<file path="config.mk">
export PLATFORM = sky130hd
export DESIGN_NAME = instr_fetch
export DESIGN_NICKNAME = d
export VERILOG_FILES = /design/src/rtl/instr_fetch_pkg.sv /design/src/rtl/fetch_pc_sel.sv /design/src/rtl/instr_fetch.sv
export SDC_FILE = /design/constraint.sdc
export NUM_CORES = 1
export LEC_CHECK = 0
export CORE_MARGIN = 10
export CORE_UTILIZATION = 48
export CTS_CLUSTER_DIAMETER = 50
export DETAILED_ROUTE_END_ITERATION = 8
export PLACE_DENSITY = 0.8
export SLEW_MARGIN = 10
export SYNTH_ARGS = -nofsm -noshare
export SYNTH_HDL_FRONTEND = slang
export SYNTH_SLANG_ARGS = --single-unit
</file>
<file path="constraint.sdc">
create_clock -name clk -period 3.7 [get_ports clk]
set_input_delay 0.74 -clock clk [delete_from_list [all_inputs] [get_ports clk]]
set_output_delay 0.74 -clock clk [all_outputs]
set_load 0.02 [all_outputs]
</file>
<file path="src/rtl/instr_fetch_pkg.sv">
// Shared definitions for the fetch stage: redirect vectors, ROM depth,
// FSM state encoding and a small address-range helper.
package instr_fetch_pkg;

    localparam logic [31:0] RESET_ADDR_DEF = 32'd0;
    localparam logic [31:0] ILLOP_ADDR_DEF = 32'd480;
    localparam logic [31:0] XADR_ADDR_DEF  = 32'd484;
    localparam int          IMEM_WORDS_DEF = 128;

    typedef enum logic [1:0] {
        ST_BOOT = 2'd0,
        ST_RUN  = 2'd1,
        ST_HALT = 2'd2
    } fetch_state_e;

    // True when the word index of a byte address lies past the end of the ROM.
    function automatic logic out_of_rom(input logic [31:0] addr, input int words);
        logic [31:0] word_idx;
        word_idx = {2'b00, addr[31:2]};
        return word_idx >= 32'(words);
    endfunction

endpackage

</file>
<file path="src/rtl/fetch_pc_sel.sv">
// Next-PC selection for the fetch stage: fixed-priority redirect mux
// (irq > trap_illop > branch), sequential +4, and the saved return address.
module fetch_pc_sel
    import instr_fetch_pkg::*;
#(
    parameter logic [31:0] ILLOP_ADDR = ILLOP_ADDR_DEF,
    parameter logic [31:0] XADR_ADDR  = XADR_ADDR_DEF
) (
    input  logic [31:0] pc,
    input  logic        slot_valid,
    input  logic [31:0] slot_pc,
    input  logic        irq_act,
    input  logic        trap_act,
    input  logic        br_act,
    input  logic [31:0] br_target,
    input  logic        fire,
    output logic [31:0] pc_plus4,
    output logic [31:0] next_pc,
    output logic        redirect,
    output logic        xp_load,
    output logic [31:0] xp_next
);

    // Priority redirect mux; only the highest-priority request acts.
    always_comb begin
        // NOTE: every output gets a default before any branch so no latch is inferred.
        pc_plus4 = pc + 32'd4;
        next_pc  = pc;
        redirect = 1'b0;
        xp_load  = 1'b0;
        xp_next  = slot_pc + 32'd4;
        if (irq_act) begin
            redirect = 1'b1;
            xp_load  = 1'b1;
            next_pc  = XADR_ADDR;
            // Return to the oldest unexecuted instruction: the slot if full, else the PC.
            xp_next  = (slot_valid ? slot_pc : pc) + 32'd4;
        end else if (trap_act) begin
            redirect = 1'b1;
            xp_load  = 1'b1;
            next_pc  = ILLOP_ADDR;
        end else if (br_act) begin
            redirect = 1'b1;
            next_pc  = {br_target[31:2], 2'b00};
        end else if (fire) begin
            next_pc  = pc + 32'd4;
        end
    end

endmodule

</file>
<file path="src/rtl/instr_fetch.sv">
// Fetch stage: owns the PC, drives the ROM address, and registers the
// returned word into a valid/ready slot toward decode. Handles branch,
// illegal-op and interrupt redirects.
module instr_fetch
    import instr_fetch_pkg::*;
#(
    parameter logic [31:0] RESET_ADDR = RESET_ADDR_DEF,
    parameter logic [31:0] ILLOP_ADDR = ILLOP_ADDR_DEF,
    parameter logic [31:0] XADR_ADDR  = XADR_ADDR_DEF,
    parameter int          IMEM_WORDS = IMEM_WORDS_DEF
) (
    input  logic        clk,
    input  logic        rst_n,
    output logic [31:0] imem_addr,
    input  logic [31:0] imem_data,
    input  logic        br_valid,
    input  logic [31:0] br_target,
    input  logic        trap_illop,
    input  logic        irq,
    input  logic        halt_req,
    output logic        out_valid,
    input  logic        out_ready,
    output logic [31:0] out_instr,
    output logic [31:0] out_pc,
    output logic [31:0] out_pc_plus4,
    output logic        out_fault,
    output logic        xp_valid,
    output logic [31:0] xp
);

    fetch_state_e state_q, state_d;
    logic [31:0]  pc_q;
    logic [31:0]  pc_plus4;
    logic [31:0]  next_pc;
    logic [31:0]  xp_next;
    logic         redirect;
    logic         xp_load;
    logic         irq_act;
    logic         trap_act;
    logic         br_act;
    logic         fire;
    logic         fault_now;

    // irq is only honoured in RUN; trap and branch also apply in HALT; BOOT ignores all.
    assign irq_act   = irq && (state_q == ST_RUN);
    assign trap_act  = trap_illop && (state_q != ST_BOOT);
    assign br_act    = br_valid && (state_q != ST_BOOT);
    assign fire      = (state_q == ST_RUN) && !halt_req && !(irq_act || trap_act || br_act)
                       && (!out_valid || out_ready);
    assign fault_now = out_of_rom(pc_q, IMEM_WORDS);
    assign imem_addr = pc_q;

    fetch_pc_sel #(
        .ILLOP_ADDR (ILLOP_ADDR),
        .XADR_ADDR  (XADR_ADDR)
    ) u_pc_sel (
        .pc         (pc_q),
        .slot_valid (out_valid),
        .slot_pc    (out_pc),
        .irq_act    (irq_act),
        .trap_act   (trap_act),
        .br_act     (br_act),
        .br_target  (br_target),
        .fire       (fire),
        .pc_plus4   (pc_plus4),
        .next_pc    (next_pc),
        .redirect   (redirect),
        .xp_load    (xp_load),
        .xp_next    (xp_next)
    );

    // Next-state logic: single BOOT cycle, then RUN/HALT following halt_req.
    always_comb begin
        state_d = state_q;
        unique case (state_q)
            ST_BOOT: state_d = ST_RUN;
            ST_RUN:  if (halt_req && !redirect) state_d = ST_HALT;
            ST_HALT: if (!halt_req) state_d = ST_RUN;
            default: state_d = ST_BOOT;
        endcase
    end

    // State register.
    always_ff @(posedge clk or negedge rst_n) begin
        // NOTE: sequential state uses non-blocking assignments so all registers update together.
        if (!rst_n) state_q <= ST_BOOT;
        else        state_q <= state_d;
    end

    // Program counter: holds unless a fetch fires or a redirect wins.
    always_ff @(posedge clk or negedge rst_n) begin
        if (!rst_n) pc_q <= RESET_ADDR;
        else        pc_q <= next_pc;
    end

    // Fetch/decode slot: flushed on redirect, loaded on fire, drained on ready.
    always_ff @(posedge clk or negedge rst_n) begin
        if (!rst_n) begin
            out_valid    <= 1'b0;
            out_instr    <= 32'd0;
            out_pc       <= 32'd0;
            out_pc_plus4 <= 32'd4;
            out_fault    <= 1'b0;
        end else if (redirect) begin
            out_valid    <= 1'b0;
        end else if (fire) begin
            out_valid    <= 1'b1;
            out_instr    <= fault_now ? 32'd0 : imem_data;
            out_pc       <= pc_q;
            out_pc_plus4 <= pc_plus4;
            out_fault    <= fault_now;
        end else if (out_valid && out_ready) begin
            out_valid    <= 1'b0;
        end
    end

    // Return-address register for r30, with a one-cycle write strobe.
    always_ff @(posedge clk or negedge rst_n) begin
        if (!rst_n) begin
            xp_valid <= 1'b0;
            xp       <= 32'd0;
        end else begin
            xp_valid <= xp_load;
            if (xp_load) xp <= xp_next;
        end
    end

endmodule

</file>
[Word-level counts from Yosys, hierarchy flattened]
Cells that the tools add are included.
Storage, ports and cells
  register bits: 165
  logic and storage cells: 57
Cells by class
  add/subtract/negate cells: 3
  order comparisons: 1
  equal/unequal tests: 4
  multiplexer cells: 18
  bitwise gates (word level): 1
  reductions and logical operators: 21
Operators with widths (number)
  2-to-1 mux 32 bit: 7
  adder 32 x 3 -> 32 bit, second input constant: 3
  greater-or-equal comparator 30 x 8 -> 1 bit, second input constant: 1
  logical AND 1 bit: 8
  2-to-1 mux 1 bit: 8
  case mux 2 bit (3 select lines): 1
  zero test 1 bit: 4
  2-to-1 mux 2 bit: 2
  AND reduction 2 bit: 2
  nonzero test 4 bit: 1
  logical OR 1 bit: 3
  nonzero test 3 bit: 1
  == test 2 x 1 -> 1 bit, second input constant: 1
  == test 2 bit, second input constant: 1
  zero test 2 bit: 1
  != test 2 x 1 -> 1 bit, second input constant: 1
  != test 2 bit, second input constant: 1
  nonzero test 2 bit: 1
  inverter 1 bit: 1

[Longest topological paths before layout]
Gate-level depths: netlist of the first run.
  word-level depth: 11
  gate-level depth with buffers: 13
  depth with buffers taken out: 9

[Cells and area by module]
Synthesis of the first run repeated with hierarchy kept, for this count alone.
Unflattened totals
  cells, all modules: 824
  area total of the unflattened synthesis: 8893.5 µm²
Modules (own cells, without submodules)
  instr_fetch: times used 1, cells each 374, area each 5930.7 µm², seq. area each 4130.2 µm²
  fetch_pc_sel: times used 1, cells each 450, area each 2962.8 µm², seq. area each 0.0 µm²

[Worst setup path before layout of the first run]
OpenSTA, ideal clock, no wires.
  kind: input-to-reg
  start: input port irq
  end: register xp[24]
  library setup time: 0.095 ns
  data arrival time: 3.067 ns
  data required time: 3.605 ns
  path slack: 0.538 ns
  stages on the path: 12
  path through: nand4bb_1 > clkbuf_1 > buf_2 > buf_1 > nand2_1 > o21ai_0 > ha_1 > inv_1 > a221o_1 > buf_6 > o31a_1 > o31ai_1
Between the ends
  word-level cells in the longest chain between the ends: 2
  elaborated cells between the ends (all ways): 3
RTL lines
  start, declared: line instr_fetch.sv:19  | input logic irq,
  logical AND 1 bit *: line instr_fetch.sv:45  | assign irq_act = irq && (state_q == ST_RUN);
  2-to-1 mux 32 bit / 2-to-1 mux 1 bit (equally long branches): line fetch_pc_sel.sv:32  | if (irq_act) begin
  end signal, assigned: line instr_fetch.sv:124  | if (xp_load) xp <= xp_next;
  end, declared: line instr_fetch.sv:28  | output logic [31:0] xp
Mark *: on every way between the ends. The rest lies on a longest branch, timed or not.
A chain may end at the register's enable or synchronous reset.

[Worst setup path after layout of the first run]
Ends and elaborated chain as after synthesis.

==> results of run 1 <==
[cell usage after synthesis (all sizes together), types with 9 or more instances]
cell type / n
nand4: 27
mux2: 32
nor4: 20
nor2: 39
nand3: 33
buf: 34
nor3: 26
or3: 11
xnor2: 44
mux2i: 18
and2: 11
xor2: 23
a21oi: 22
dfrtp: 156
a22o: 33
nand2: 100
o31ai: 9
clkbuf: 49
o21ai: 78
[placed cells by master, fill, tap and decap left out, drive strengths merged, types with 3 or more instances in the layout]
cell,instances
nand4,27
xnor2,44
a221o,3
o211ai,3
or4,7
or2,3
mux2i,18
nor2,39
ha,3
and3,5
nand2,100
a211oi,6
a21oi,22
o31ai,9
o21a,4
xor2,23
nand3,33
o21ai,78
conb,8
a22oi,3
nor3,26
clkinvlp,4
dfrtp,156
clkbuf,19
clkinv,4
mux2,32
o31a,4
and2,11
clkdlybuf4s50,222
or3,11
and4,5
a22o,33
nand2b,3
inv,9
buf,23
nor4,20
a31oi,7
[path summary, 6_finish.rpt]
kind	endpoint	slack, ns
min in group clk	out_pc_plus4[4]$_DFFE_PN0P_	0.47
min reg2reg	out_pc_plus4[4]$_DFFE_PN0P_	0.47
max	xp[24]$_DFFE_PN0P_	0.72
min	xp[7]$_DFFE_PN0P_	0.34
max in group asynchronous	xp[31]$_DFFE_PN0P_	2.47
max reg2reg	xp[24]$_DFFE_PN0P_	0.80
[worst max-delay path, cell delays in order]
cell             delay, ns
clkdlybuf4s50_1       0.53
nand4bb_1             0.33
o21ai_0               0.36
ha_1                  0.22
inv_1                 0.11
a221o_1               0.45
o31a_1                0.33
o31ai_1               0.22
[power groups by stage]
stage / clock network (mW) / registers [mW] / logic, mW
floorplan: 0 / 3.38 / 1.24
global placement: 0 / 2.93 / 3.42
detailed placement: 0 / 2.94 / 3.48
CTS: 1.77 / 2.92 / 3.50
global route: 1.84 / 3.02 / 3.71
finish: 1.74 / 2.94 / 3.47
[kinds of logic after synthesis]
family / after synthesis / synth area share (%)
DFF: 157 / 47.8
AOI/OAI and AO/OA: 188 / 15.0
and+or+nand+nor: 298 / 18.1
other: 1 / 0.0456
muxes: 50 / 6.57
adders and majority gates: 3 / 0.456
xor gates and xnor gates: 67 / 7.14
buffers and inverters: 89 / 4.94
[cell type report]
class	count	area (µm²)
timing repair buffer	245	2420
clock buffer	19	443
inverter	6	22.5
sequential	157	3930
tap	220	275
multi-input combinational	614	3970
fill	1371	5500
clock inverter	13	140
[sequential cells by signal (all words and copies together), names as in the netlist]
name and count:
out_instr 32, imem_addr 30, out_pc 30, out_pc_plus4 30, xp 30, state_q 2, out_fault 1, out_valid 1
xp_valid 1
[metal layers]
metal	vias up	part of all wire, %	wire (µm)	track usage [%]
met3	45	9.2	2480	6.71
met1	3619	40	10700	29.2
li1	3434	-	-	-
met4	0	2.1	559	6.88
met2	379	49	13200	38.6
met5	-	0	0	0
==> results.cfg, run 1 <==
[run]
cap_violations = 0

[critical_path]
worst_ep_required_time_ns = 4.03
path_class = in -> reg
reg2reg_depth = 9
arrival_ns = 3.31
cp_max_fo = 9
critPathLaunchType = input pin
crit_start = irq
r2r-start = state_q[1]$_DFFE_PN0P_
end_kind = flip-flop

[global_routing]
antenna_found_initial = 0
grt_max_degree = 85
grt_usage_pct = 23.4
grt_pass1_vias = 7408
grt_overflow = 0
grt_pass1_wl_um = 41800

[timing]
setup_ws_ns = 0.723
clock_skew_ns = 0.00809
maxSlewHeadroom_pct = 45.1
max_freq_mhz = 336
slew_viol_final = 0
rsz0062_at_grt = no
setup_tns_ns = 0
setup_viol = 0
hold_violations = 0
period_share_pct = 80.5
period_minus_slack_ns = 2.98
hold_ws_ns = 0.338
tightestPinTransition_ns = 0.823

[clock_network]
cts_inserted_buffers = 17
htreeDepth = 4
cts_tree = done
clkSinkCount = 157
ctsResizeCount = 0
clock_latency_ns = 0.43
hold_buffers = 0
clk_pin_slew_ns = 0.06
cts-root-buf = clkbuf_16
cts_setup_buffers = 0
clockBufferDepth = 2

[logic_synthesis]
async_flop_share_pct = 100
synth_top_area_share_pct = 47.5
synth_edf_count = 0
synth_top_area_cell = dfrtp_1
yosysUniqueCellTypes = 63
ys_warn_count = 0
synth_seq_area_share_pct = 47.8
syn_inst = 853
ys.flop_type = dfrtp_1
ys_ff_latch = 157
synth.area.top_cells = dfrtp_1, xnor2_1, nand2_1
syn_area_um2 = 8220
synth.avg_cell_area_um2 = 9.64

[placed_design]
post-place-ws_ns = 0.355
place_area_um2 = 10600
place_congestion = 0.925
hpwlAfterDp_um = 19600
placed_cells = 1242
portBuffers = 223

[die]
die_x_um = 151
io_pins = 234
die_height_um = 151
start_util_pct = 49.2
coreArea_um2 = 16700
rows = 47
die_area_um2 = 22800

[min_path]
hold_path.class = in -> async

[power]
combPwrFrac_pct = 42.5
p_seq_share_pct = 36.1
p_leak_nw = 4.45
p_int_mw = 4.91
switching_share_pct = 39.7
netSwitchingPower_mw = 3.24
p_per_area_nw_per_um2 = 728
max-vdd-ir-drop_uv = 449
clkPwrFrac_pct = 21.4
p_total_mw = 8.15

[routing]
dr.pass1.iters = 6
via_per_inst = 5.87
wl_um = 27000
wl_per_cell_um = 21.2
drt_iter0_drc = 766
vias = 7477
drc = 0
ant_nets = 0

[final_layout]
drive_gt1_share_pct = 9.11
final_util_pct = 67.1
syn2layout_area_growth_pct = 36.3
diodes = 0
postLayoutCellArea_um2 = 11200
final_cells = 1274
nNetsFinal = 1115

[status]
status = finished clean
(Power assumes the default switching activity.)
==> run 2: changes to the inputs <==
- clock period: 3.7 -> 2.9 ns (I/O delays scaled with it)
==> run 2 against run 1 <==
  * First-iteration DRC count grew 6.8%
  * Critical path depth is 1 lower
  * Worst hold slack got worse by 0.20 ns
  * Largest power group unchanged
==> results.cfg, run 2 (synthesis gave the netlist of run 1 again) <==
[status]
status = finished clean

[routing]
vias = 7657
drt_iter0_drc = 818
ant_nets = 0
wl_um = 27900
via_per_inst = 5.83
wl_per_cell_um = 21.3
drc = 0
dr.pass1.iters = 5

[clock_network]
clockBufferDepth = 2
htreeDepth = 4
cts_inserted_buffers = 17
cts_tree = done
clkSinkCount = 157
clock_latency_ns = 0.43
hold_buffers = 0
ctsResizeCount = 0
clk_pin_slew_ns = 0.06
cts_setup_buffers = 0
cts-root-buf = clkbuf_16

[global_routing]
grt_overflow = 0
grt_max_degree = 84
grt_usage_pct = 24.1
grt_pass1_vias = 7528
grt_pass1_wl_um = 42800
antenna_found_initial = 0

[run]
cap_violations = 0

[final_layout]
drive_gt1_share_pct = 12.4
max_flop_register = out_instr
fillers = 1346
largest_register_ffs = 32
nNetsFinal = 1154
final_cells = 1313
multi_input_area_um2 = 3970
diodes = 0
final_cell_mix = clkdlybuf4s50_1, dfrtp_1, nand2_1, o21ai_0, buf_4
syn2layout_area_growth_pct = 40.6
ff_latch_area_um2 = 3930
final_common_cell = clkdlybuf4s50_1

[placed_design]
portBuffers = 223
place_congestion = 0.943
post-place-ws_ns = -0.191
placed_cells = 1281
hpwlAfterDp_um = 20400

[timing]
period_share_pct = 92.3
rsz0062_at_grt = no
clock_skew_ns = 0.0105
setup_ws_ns = 0.224
maxSlewHeadroom_pct = 56.7
slew_viol_final = 0
period_minus_slack_ns = 2.68
max_freq_mhz = 374
tightestPinTransition_ns = 0.649
hold_violations = 0
setup_viol = 0

[die]
die_height_um = 151
die_area_um2 = 22800
coreArea_um2 = 16700
start_util_pct = 49.2
rows = 47
die_x_um = 151
io_pins = 234

[critical_path]
cp_max_fo = 9
crit_chain = clkdlybuf4s50_1 -> nand4bb_1 -> buf_4 -> or4_1 -> a221o_1 -> o31a_1 -> o31ai_1
cp_slowest_cell = or4_1
worst_ep_required_time_ns = 3.24
slowest_delay_ns = 0.54
arrival_ns = 3.02
reg2reg_slack_ns = 0.35
end_kind = flip-flop
critPathTopFamily = compound AO/OA/AOI/OAI gates
r2r-start = out_valid$_DFFE_PN0P_
critPathLaunchType = input pin
critPathBufInv = 2
crit_start = irq
path_class = in -> reg

[power]
p_per_area_nw_per_um2 = 916
max-vdd-ir-drop_uv = 566
p_leak_nw = 4.66
p_total_mw = 10.6

[min_path]
hold_path.class = in -> async
[run 2: layout make-up]
cell class | instances | share of cell area [%]
clock inverter | 15 | 1.40
inverter | 6 | 0.195
timing repair buffer | 284 | 24.0
multi-input combinational | 614 | 34.3
clock buffer | 17 | 3.68
tap | 220 | 2.38
sequential | 157 | 34.0
[run 2: through the flow]
| step | cell area [µm²] | TNS (ns) | util, % | hold slack [ns] |
|---|---|---|---|---|
| 4_1_cts | 11600 | 0 | 69.2 | 0.170 |
| 5_1_grt | 11600 | 0 | 69.2 | 0.196 |
| 3_3_place_gp | 11000 | -0.376 | 65.7 | 0.462 |
| 6_report | 11600 | 0 | 69.2 | 0.142 |
| 2_1_floorplan | 8250 | 0 | - | 0.284 |
| 3_5_place_dp | 11000 | -0.759 | 65.7 | 0.466 |
[run 2: worst paths after layout]
path,to,depth (start not counted)
max,xp[24]$_DFFE_PN0P_,7
min,xp[4]$_DFFE_PN0P_,1
max reg2reg,xp[24]$_DFFE_PN0P_,6
min reg2reg,xp[3]$_DFFE_PN0P_,2
max in group asynchronous,out_pc_plus4[2]$_DFFE_PN1P_,2
min in group clk,xp[3]$_DFFE_PN0P_,2
[run 2: where the power goes]
group          internal (mW)  switching [mW]
sequential              2.91           0.761
clock                   1.28           0.973
combinational           2.19            2.48
total                   6.38            4.22
[run 2: metal layers]
layer	wire length [µm]	vias to the layer above	GRT usage [%]	share of wire (%)
li1	-	3512	-	-
met1	10900	3734	30.2	39
met2	13800	358	39.3	49
met3	2640	53	6.98	9.4
met4	609	0	7.65	2.2
met5	0	-	0	0
==> run 3: changes to the inputs <==
- CORE_UTILIZATION: 48 -> 52
- HOLD_SLACK_MARGIN: not set -> 0.12
- PLACE_DENSITY: 0.8 -> 0.86
- SKIP_CTS_REPAIR_TIMING: not set -> 1
- clock period: 2.9 -> 3.4 ns (I/O delays scaled with it)
==> run 3 against run 2 <==
  * Die area decreased by 6.7%
  * Worst hold slack better by 0.33 ns
  * Setup slack improved by 0.25 ns
  * Combinational power down 19%
  * Sequential power decreased by 13%
  * Total power shrank 16%
  * Largest cell class unchanged
  * Largest power group unchanged
==> results.cfg, run 3 (synthesis gave the netlist of run 1 again) <==
[status]
status = finished clean

[critical_path]
slowest_delay_ns = 0.53
endpoint = xp[24]$_DFFE_PN0P_
cp_max_fo = 28
r2r-start = state_q[0]$_DFFE_PN0P_
crit_start = irq
critPathLaunchType = input pin
cp_slowest_cell = clkdlybuf4s50_1
crit_chain = clkdlybuf4s50_1 -> nand4bb_1 -> buf_12 -> o21ai_0 -> ha_1 -> inv_1 -> a221o_1 -> o31a_1 -> o31ai_1
end_kind = flip-flop
worst_ep_required_time_ns = 3.73
reg2reg_to = xp[26]$_DFFE_PN0P_
arrival_ns = 3.25
reg2reg_depth = 6
reg2reg_slack_ns = 0.52
path_class = in -> reg

[routing]
wl_per_cell_um = 21.3
top_layer = met4
ant_nets = 0
via_per_inst = 6.02
dr.pass1.iters = 5
drt_iter0_drc = 790
drc = 0
wl_um = 27100
m1WireLength_um = 10500
met2_length_um = 13400
dr_wl_met3_um = 2280
vias = 7638

[timing]
maxSlewHeadroom_pct = 38.5
tightestPinTransition_ns = 0.921
setup_viol = 0
max_freq_mhz = 342
hold_violations = 0
rsz0062_at_grt = no
period_share_pct = 85.9
slew_viol_final = 0
period_minus_slack_ns = 2.92
clock_skew_ns = 0.00822
setup_tns_ns = 0

[final_layout]
largest_register_ffs = 32
final_util_pct = 73.2
max_flop_register = out_instr
final_cell_mix = clkdlybuf4s50_1, dfrtp_1, nand2_1, o21ai_0, xnor2_1
nNetsFinal = 1118
final_common_cell = clkdlybuf4s50_1
drive_gt1_share_pct = 9.27
syn2layout_area_growth_pct = 36.9

[clock_network]
clk_pin_slew_ns = 0.06
clock_latency_ns = 0.43
cts-root-buf = clkbuf_16
clkSinkCount = 157
cts_tree = done
cts_inserted_buffers = 17
clockBufferDepth = 2
htreeDepth = 4

[global_routing]
grt_usage_pct = 24.6
antenna_found_initial = 1
grt_overflow = 0
grt_pass1_vias = 7572
grt_max_degree = 105
grt_pass1_wl_um = 42400

[die]
die_x_um = 146
io_pins = 234
die_height_um = 146
coreArea_um2 = 15400
rows = 45
die_area_um2 = 21200
start_util_pct = 53.5

[placed_design]
portBuffers = 223
place_congestion = 0.906
hpwlAfterDp_um = 19400

[power]
p_leak_nw = 4.47
p_per_area_nw_per_um2 = 794
max-vdd-ir-drop_uv = 638

[min_path]
hold_path.class = reg -> reg

[run]
cap_violations = 0
-- run 3: changes by cell type in the layout (fill, tap and decap cells not counted), sizes merged --
cell | previous run | this run
dlygate4sd3 | 0 | 1
clkbuf | 17 | 20
inv | 11 | 8
clkinvlp | 3 | 5
diode | 0 | 1
clkinv | 5 | 3
buf | 62 | 25
-- run 3: metal layers --
metal  vias to the layer above  global-route usage [%]
met3                        67                    6.74
met1                      3715                    29.7
met2                       407                    40.9
met4                         0                    9.10
met5                         -                       0
li1                       3449                       -
-- run 3: area by class of cell --
type / instances / area [µm²]
Antenna cell: 1 / 2.50
Clock buffer: 20 / 457
Clock inverter: 12 / 138
Fill cell: 1135 / 4110
Inverter: 6 / 22.5
Multi-Input combinational cell: 614 / 3970
Sequential cell: 157 / 3930
Tap cell: 211 / 264
Timing Repair Buffer: 248 / 2470
-- run 3: where the power goes --
group	internal (mW)	total, mW	switching (mW)
logic	1.78	3.81	2.03
clock network	1.12	1.92	0.791
registers	2.48	3.20	0.724
total	5.39	8.93	3.55
-- run 3: through the flow --
stage	worst slack [ns]	area [µm²]	power, mW	instances	hold WS, ns
6_report	0.478	11300	8.93	1269	0.477
5_1_grt	0.330	11300	9.35	1269	0.507
4_1_cts	0.534	11200	8.95	1267	0.0172
3_5_place_dp	0.0984	10700	7.02	1235	0.468
3_3_place_gp	0.156	10700	6.92	1235	0.461
2_1_floorplan	0.298	8250	5.03	860	0.384
-- run 3: worst min-delay path by stage --
stage | to | slack [ns] | cells past startpoint | start
3_5_place_dp | xp[4]$_DFFE_PN0P_ | 0.47 | 1 | rst_n
2_1_floorplan | imem_addr[10]$_DFFE_PN0P_ | 0.38 | 0 | rst_n
6_report | xp[4]$_DFFE_PN0P_ | 0.48 | 2 | xp[4]$_DFFE_PN0P_
5_1_grt | xp[12]$_DFFE_PN0P_ | 0.51 | 2 | xp[12]$_DFFE_PN0P_
3_3_place_gp | xp[3]$_DFFE_PN0P_ | 0.46 | 2 | xp[3]$_DFFE_PN0P_
4_1_cts | xp[4]$_DFFE_PN0P_ | 0.02 | 1 | rst_n
-- run 3: worst max-delay path: cells and delay by family --
kind	cells	cell delay, ns
AOI/OAI and AO/OA	4	1.30
buffers and inverters	3	0.87
adders and majority gates	1	0.23
and+or+nand+nor	1	0.17
